`config.mk`:
```
export PLATFORM = sky130hd
export DESIGN_NAME = xclk_cfg_sched_flat
export DESIGN_NICKNAME = d
export VERILOG_FILES = /design/src/rtl/xclk_cfg_sched_if.sv /design/src/rtl/xclk_cfg_sched.sv /design/src/flat_wrapper.sv
export SDC_FILE = /design/constraint.sdc
export NUM_CORES = 1
export LEC_CHECK = 0
export CORE_UTILIZATION = 25
export DETAILED_ROUTE_END_ITERATION = 10
export MAX_ROUTING_LAYER = met4
export PLACE_DENSITY_LB_ADDON = 0.3
export SLEW_MARGIN = 20
export SYNTH_ARGS = -nofsm -noshare
export SYNTH_HDL_FRONTEND = slang
export SYNTH_SLANG_ARGS = --single-unit
export TNS_END_PERCENT = 20
```
`constraint.sdc`:
```
create_clock -name CLK -period 2.4 [get_ports CLK]
set_input_delay 0.24 -clock CLK [delete_from_list [all_inputs] [get_ports CLK]]
set_output_delay 0.24 -clock CLK [all_outputs]
set_load 0.1 [all_outputs]
```
`src/rtl/xclk_cfg_sched_if.sv`:
```
// Bus bundle for xclk_cfg_sched: requester handshake in, crossed config word and
// status out. Master = requester side, slave = scheduler.
interface xclk_cfg_sched_if #(
  parameter int NREQ = 4,
  parameter int SIZE = 32
);
  localparam int IDW = (NREQ > 1) ? $clog2(NREQ) : 1;

  logic [NREQ-1:0]      REQ;
  logic [NREQ*SIZE-1:0] REQ_DATA;
  logic                 FREEZE;
  logic [NREQ-1:0]      ACK;
  logic [IDW-1:0]       GRANT_ID;
  logic [SIZE-1:0]      CFG_OUT;
  logic                 CFG_STABLE;
  logic                 BUSY;
  logic [15:0]          UPDATE_COUNT;

  modport master (
    output REQ, REQ_DATA, FREEZE,
    input  ACK, GRANT_ID, CFG_OUT, CFG_STABLE, BUSY, UPDATE_COUNT
  );

  modport slave (
    input  REQ, REQ_DATA, FREEZE,
    output ACK, GRANT_ID, CFG_OUT, CFG_STABLE, BUSY, UPDATE_COUNT
  );
endinterface

```
`src/rtl/xclk_cfg_sched.sv`:
```
// Round-robin scheduler for one config word feeding a plain cross-clock register:
// one update at a time, held for SETTLE_CYCLES before it is declared stable.
module xclk_cfg_sched #(
  parameter int              NREQ          = 4,
  parameter int              SIZE          = 32,
  parameter int              SETTLE_CYCLES = 8,
  parameter logic [SIZE-1:0] RESET_VALUE   = {SIZE{1'b0}}
) (
  input  logic              CLK,
  input  logic              RESET,
  xclk_cfg_sched_if.slave   bus
);

  localparam int             IDW      = (NREQ > 1) ? $clog2(NREQ) : 1;
  localparam int             CW       = (SETTLE_CYCLES > 1) ? $clog2(SETTLE_CYCLES) : 1;
  localparam logic [CW-1:0]  CNT_INIT = CW'(SETTLE_CYCLES - 1);
  localparam logic [IDW-1:0] ID_LAST  = IDW'(NREQ - 1);

  typedef enum logic [2:0] {
    ST_INIT   = 3'd0,
    ST_IDLE   = 3'd1,
    ST_LOAD   = 3'd2,
    ST_SETTLE = 3'd3,
    ST_DONE   = 3'd4
  } state_t;

  // Round-robin search from last+1 with wrap; MSB flags that a request was found.
  // Walking k downward lets the closest successor win without an early exit.
  function automatic logic [IDW:0] rr_pick(input logic [NREQ-1:0] req,
                                           input logic [IDW-1:0]  last);
    logic [IDW:0]   res;
    logic [IDW-1:0] pos;
    res = {1'b0, last};
    for (int k = NREQ; k >= 1; k--) begin
      pos = IDW'((int'(last) + k) % NREQ);
      res = req[pos] ? {1'b1, pos} : res;
    end
    return res;
  endfunction

  state_t           state_r, state_s;
  logic [CW-1:0]    cnt_r, cnt_s;
  logic [SIZE-1:0]  cfg_r, cfg_s;
  logic             stable_r, stable_s;
  logic [NREQ-1:0]  ack_r, ack_s;
  logic             busy_r, busy_s;
  logic [IDW-1:0]   grant_r, grant_s;
  logic [15:0]      update_count_r, update_count_s;
  logic [IDW:0]     pick_s;
  logic [SIZE-1:0]  word_s;

  // Word of the granted requester, selected with constant slices only.
  always_comb begin
    word_s = cfg_r;
    for (int i = 0; i < NREQ; i++) begin
      word_s = (grant_r == IDW'(i)) ? bus.REQ_DATA[i*SIZE +: SIZE] : word_s;
    end
  end

  // Next-state and next-output logic for the update sequencer.
  always_comb begin
    state_s        = state_r;
    cnt_s          = cnt_r;
    cfg_s          = cfg_r;
    stable_s       = stable_r;
    ack_s          = {NREQ{1'b0}};
    busy_s         = busy_r;
    grant_s        = grant_r;
    update_count_s = update_count_r;
    pick_s         = rr_pick(bus.REQ, grant_r);

    case (state_r)
      ST_INIT: begin
        if (cnt_r == {CW{1'b0}}) begin
          stable_s = 1'b1;
          state_s  = ST_IDLE;
        end else begin
          cnt_s = cnt_r - CW'(1);
        end
      end
      ST_IDLE: begin
        if (!bus.FREEZE && pick_s[IDW]) begin
          grant_s  = pick_s[IDW-1:0];
          busy_s   = 1'b1;
          stable_s = 1'b0;
          state_s  = ST_LOAD;
        end else begin
          state_s = ST_IDLE;
        end
      end
      ST_LOAD: begin
        cfg_s   = word_s;
        cnt_s   = CNT_INIT;
        state_s = ST_SETTLE;
      end
      ST_SETTLE: begin
        // The word stays frozen here; the far side samples it during this window.
        if (cnt_r == {CW{1'b0}}) begin
          ack_s          = {{(NREQ-1){1'b0}}, 1'b1} << grant_r;
          stable_s       = 1'b1;
          update_count_s = update_count_r + 16'd1;
          state_s        = ST_DONE;
        end else begin
          cnt_s = cnt_r - CW'(1);
        end
      end
      ST_DONE: begin
        busy_s  = 1'b0;
        state_s = ST_IDLE;
      end
      default: begin
        state_s  = ST_INIT;
        cnt_s    = CNT_INIT;
        stable_s = 1'b0;
        busy_s   = 1'b0;
      end
    endcase
  end

  // State and output registers; reset drops any update in flight without an ACK.
  always_ff @(posedge CLK or posedge RESET) begin
    if (RESET) begin
      state_r        <= ST_INIT;
      cnt_r          <= CNT_INIT;
      cfg_r          <= RESET_VALUE;
      stable_r       <= 1'b0;
      ack_r          <= {NREQ{1'b0}};
      busy_r         <= 1'b0;
      grant_r        <= ID_LAST;
      update_count_r <= 16'd0;
    end else begin
      state_r        <= state_s;
      cnt_r          <= cnt_s;
      cfg_r          <= cfg_s;
      stable_r       <= stable_s;
      ack_r          <= ack_s;
      busy_r         <= busy_s;
      grant_r        <= grant_s;
      update_count_r <= update_count_s;
    end
  end

  assign bus.ACK          = ack_r;
  assign bus.GRANT_ID     = grant_r;
  assign bus.CFG_OUT      = cfg_r;
  assign bus.CFG_STABLE   = stable_r;
  assign bus.BUSY         = busy_r;
  assign bus.UPDATE_COUNT = update_count_r;

endmodule

```
`src/flat_wrapper.sv`:
```
// flat-port wrapper written by rule: the top's interface ports become plain ports
module xclk_cfg_sched_flat 
#(
  parameter int              NREQ          = 4,
  parameter int              SIZE          = 32,
  parameter int              SETTLE_CYCLES = 8,
  parameter logic [SIZE-1:0] RESET_VALUE   = {SIZE{1'b0}}
)
  (CLK, RESET, bus_REQ, bus_REQ_DATA, bus_FREEZE, bus_ACK, bus_GRANT_ID, bus_CFG_OUT, bus_CFG_STABLE, bus_BUSY, bus_UPDATE_COUNT);
  xclk_cfg_sched_if #(.NREQ(NREQ), .SIZE(SIZE)) bus_i ();
  input  logic CLK;
  input  logic RESET;
  input wire logic [$bits(bus_i.REQ)-1:0] bus_REQ;
  input wire logic [$bits(bus_i.REQ_DATA)-1:0] bus_REQ_DATA;
  input wire logic [$bits(bus_i.FREEZE)-1:0] bus_FREEZE;
  output wire logic [$bits(bus_i.ACK)-1:0] bus_ACK;
  output wire logic [$bits(bus_i.GRANT_ID)-1:0] bus_GRANT_ID;
  output wire logic [$bits(bus_i.CFG_OUT)-1:0] bus_CFG_OUT;
  output wire logic [$bits(bus_i.CFG_STABLE)-1:0] bus_CFG_STABLE;
  output wire logic [$bits(bus_i.BUSY)-1:0] bus_BUSY;
  output wire logic [$bits(bus_i.UPDATE_COUNT)-1:0] bus_UPDATE_COUNT;
  assign bus_i.REQ = bus_REQ;
  assign bus_i.REQ_DATA = bus_REQ_DATA;
  assign bus_i.FREEZE = bus_FREEZE;
  assign bus_ACK = bus_i.ACK;
  assign bus_GRANT_ID = bus_i.GRANT_ID;
  assign bus_CFG_OUT = bus_i.CFG_OUT;
  assign bus_CFG_STABLE = bus_i.CFG_STABLE;
  assign bus_BUSY = bus_i.BUSY;
  assign bus_UPDATE_COUNT = bus_i.UPDATE_COUNT;
  xclk_cfg_sched #(.NREQ(NREQ), .SIZE(SIZE), .SETTLE_CYCLES(SETTLE_CYCLES), .RESET_VALUE(RESET_VALUE)) u_core (.CLK(CLK), .RESET(RESET), .bus(bus_i));
endmodule
```
==> flow_metrics.env <==
export IMPL_outcome="finished, violations left"
export IMPL_violations="design-rule violations"
export IMPL_drc=36
export IMPL_totalWireLength_um=10900
export IMPL_cts_tree="done"
export IMPL_power_density_nw_per_um2=1400
export IMPL_criticalPathCategory="register to register"
export IMPL_timing_fmax_ghz=0.484
export IMPL_slew_viol_final=0
export IMPL_globalplace_congestion=0.788
export IMPL_dr_pass1_iters=7
export IMPL_drive_gt1_share_pct=16.9
export IMPL_initial_core_util_pct=25.8
export IMPL_synthesis_instances=398
export IMPL_nets=722
export IMPL_postCtsSetupRepairBufs=0
export IMPL_rsz0062_at_grt="no"
export IMPL_syn2layout_area_growth_pct=59.4
export IMPL_numPortBuffers=190
export IMPL_cts_buffers=9
export IMPL_ctsHoldBuffers=0
export IMPL_finalCritPeriodShare_pct=86.1
export IMPL_antenna_found_initial=0
export IMPL_period_needed_ns=2.07
export IMPL_crit_buf_inv=1
export IMPL_vias=3527
export IMPL_clkSinkCount=62
export IMPL_clk_latency_ns=0.32
export IMPL_antenna_cells=0
export IMPL_p_leak_nw=2.50
export IMPL_hold_path_class="primary input to asynchronous set/reset pin"
export IMPL_synth_seq_cells=62
export IMPL_seq_area_um2=1560
export IMPL_cp_required_ns=2.64
export IMPL_ys_flop_type="dfrtp_1"
export IMPL_synth_cell_area_um2=3780
export IMPL_final_core_util_pct=41.1
export IMPL_cp_start_kind="register"
export IMPL_worst_pin_slew_ns=0.599
export IMPL_post_synth_top_count_cell="mux2i_1"
export IMPL_hold_viol=0
export IMPL_grt_pass1_wl_um=17800
export IMPL_synthArstFlopShare_pct=100
export IMPL_crit_fanout=52
export IMPL_die_area_um2=15600
export IMPL_worst_hold_slack_ns=0.263
export IMPL_setup_tns_ns=0
export IMPL_die_w_um=125
export IMPL_core_um2=14600
export IMPL_ff2ff_setup_slack_ns=0.33
export IMPL_synth_top_area_share_pct=37.8
export IMPL_n_fill_cell=1450
export IMPL_final_cells=769
export IMPL_dp_hpwl_um=8400
export IMPL_p_total_w=0.00843
export IMPL_drtIter0Drc=175
export IMPL_gr_usage_all_layers_pct=14.7
export IMPL_yosysTopAreaCell="dfrtp_1"
export IMPL_synth_edf_count=0
export IMPL_dp_cells=753
export IMPL_crit_family="simple AND/OR/NAND/NOR gates"
export IMPL_fp_dieH_um=125
export IMPL_multi_input_area_um2=2050
export IMPL_io_pins=191
export IMPL_cts_resized=0
export IMPL_path_cells="ha_2 > nor4_2 > nor3_4 > buf_12 > nor2_1 > a21oi_1"
export IMPL_syn_avg_cell_area_um2=9.49
export IMPL_yosysSeqAreaShare_pct=41.3
export IMPL_setup_viol=0
export IMPL_synth_cell_types=44
export IMPL_cp_arrival_ns=2.31
export IMPL_grt_pass1_vias=3545
export IMPL_routedWlPerCell_um=14.2
export IMPL_timing_slew_headroom_pct=60.0
export IMPL_cpPeakStageDelay_ns=0.64
export IMPL_viasPerCell=4.59
export IMPL_end_kind="register"
export IMPL_synth_area_leaders="dfrtp_1, mux2i_1, a21oi_1"
export IMPL_htree_num_levels=3
export IMPL_gr_total_overflow=0
export IMPL_row_count=44
export IMPL_synthTopCellsByCount="mux2i_1, dfrtp_1, nand2_1"
export IMPL_fin_skew_ns=0.00272
export IMPL_ys_warn_count=0
export IMPL_grt_max_degree=66
export IMPL_ir_worst_vdd_v=0.000642
export IMPL_postRouteAntennaNets=0
export IMPL_cts_root_buf="clkbuf_16"
export IMPL_ctsLongestPathBuffers=2
export IMPL_syn_nets=540
export IMPL_path_clk_slew_ns=0.05
export IMPL_slowest_stage="dfstp_2"
export IMPL_cap_viol_max_count=0
[registers in the layout (all words and copies together), names as in the netlist]
register and flops:
u_core.bus.GRANT_ID 2, u_core.bus.ACK 4, u_core.cnt_r 3, u_core.state_r 3, u_core.bus.BUSY 1, u_core.bus.CFG_STABLE 1, u_core.bus.CFG_OUT 32, u_core.bus.UPDATE_COUNT 16
[cells in the final DEF (no fill, tap or decap), types with 2 or more instances in the layout]
master,n
buf_4,60
clkbuf_16,9
mux2i_1,66
nor3_1,2
a21oi_1,37
dfstp_2,5
clkdlybuf4s50_1,134
xnor2_1,13
mux2_2,4
o21ai_0,36
clkinv_2,4
ha_2,3
nor2b_1,3
nand3_1,7
xor2_1,4
clkbuf_1,2
ha_1,4
buf_12,4
o211ai_1,2
or3_1,2
and2_1,4
inv_1,6
nand2_1,44
o22a_1,2
nor2_1,40
and3_1,4
dfrtp_1,57
nand2b_1,4
nand4_1,5
[report_power, final]
group	total (W)	internal, W	switching, W
clock	0.00124	0.000796	0.000444
combinational	0.00546	0.00163	0.00383
sequential	0.00172	0.00145	0.000279
total	0.00843	0.00387	0.00455
[logic make-up (layout without fill, tap and decap cells)]
kind of cell | Yosys count | in the layout | synth area share [%]
AO/OA/AOI/OAI | 82 | 82 | 11.8
XOR/XNOR | 17 | 17 | 3.94
adder cells (fa/ha/maj) | 8 | 8 | 2.58
buffers and inverters | 34 | 221 | 4.64
flip-flops | 62 | 62 | 41.3
multiplexers | 71 | 71 | 19.3
AND/OR/NAND/NOR | 124 | 124 | 16.5
[stage by stage]
stage / area, µm² / setup WS, ns
6_report: 6020 / 0.333
5_1_grt: 6020 / 0.156
4_1_cts: 6020 / 0.316
3_5_place_dp: 5740 / 0.333
3_3_place_gp: 5740 / 0.459
2_1_floorplan: 3780 / 0.0218
[cell type report]
cell class	count	area share [%]
Multi-Input combinational cell	302	34.1
Timing Repair Buffer	198	31.1
Sequential cell	62	25.9
Clock buffer	11	3.87
Tap cell	184	3.82
Clock inverter	5	0.831
Inverter	7	0.436
[worst reg2reg max path, delay by kind of cell (launching register included)]
| family | cells | cell delay [ns] |
|---|---|---|
| AOI/OAI and AO/OA | 1 | 0.13 |
| adders and majority gates | 1 | 0.25 |
| buffers and inverters | 1 | 0.30 |
| DFF | 1 | 0.64 |
| and+or+nand+nor | 3 | 0.66 |
[worst paths after layout]
| kind | start | end | cells past startpoint |
|---|---|---|---|
| max | u_core.bus.GRANT_ID[0] | u_core.bus.CFG_OUT[12] | 6 |
| min | RESET | u_core.bus.UPDATE_COUNT[15] | 2 |
| max reg2reg | u_core.bus.GRANT_ID[0] | u_core.bus.CFG_OUT[12] | 6 |
| min reg2reg | u_core.bus.UPDATE_COUNT[15] | u_core.bus.UPDATE_COUNT[15] | 1 |
| max in group asynchronous | RESET | u_core.bus.GRANT_ID[1] | 3 |
| min in group CLK | u_core.bus.UPDATE_COUNT[15] | u_core.bus.UPDATE_COUNT[15] | 1 |
[layer usage]
metal / global-route usage [%] / part of all wire (%) / wire (µm)
met5: - / 0 / 0
met4: 5.02 / 1.3 / 147
met1: 17.7 / 43 / 4710
met3: 3.09 / 7.1 / 776
met2: 24.4 / 48 / 5300
Power figures use the tool's default switching activity.
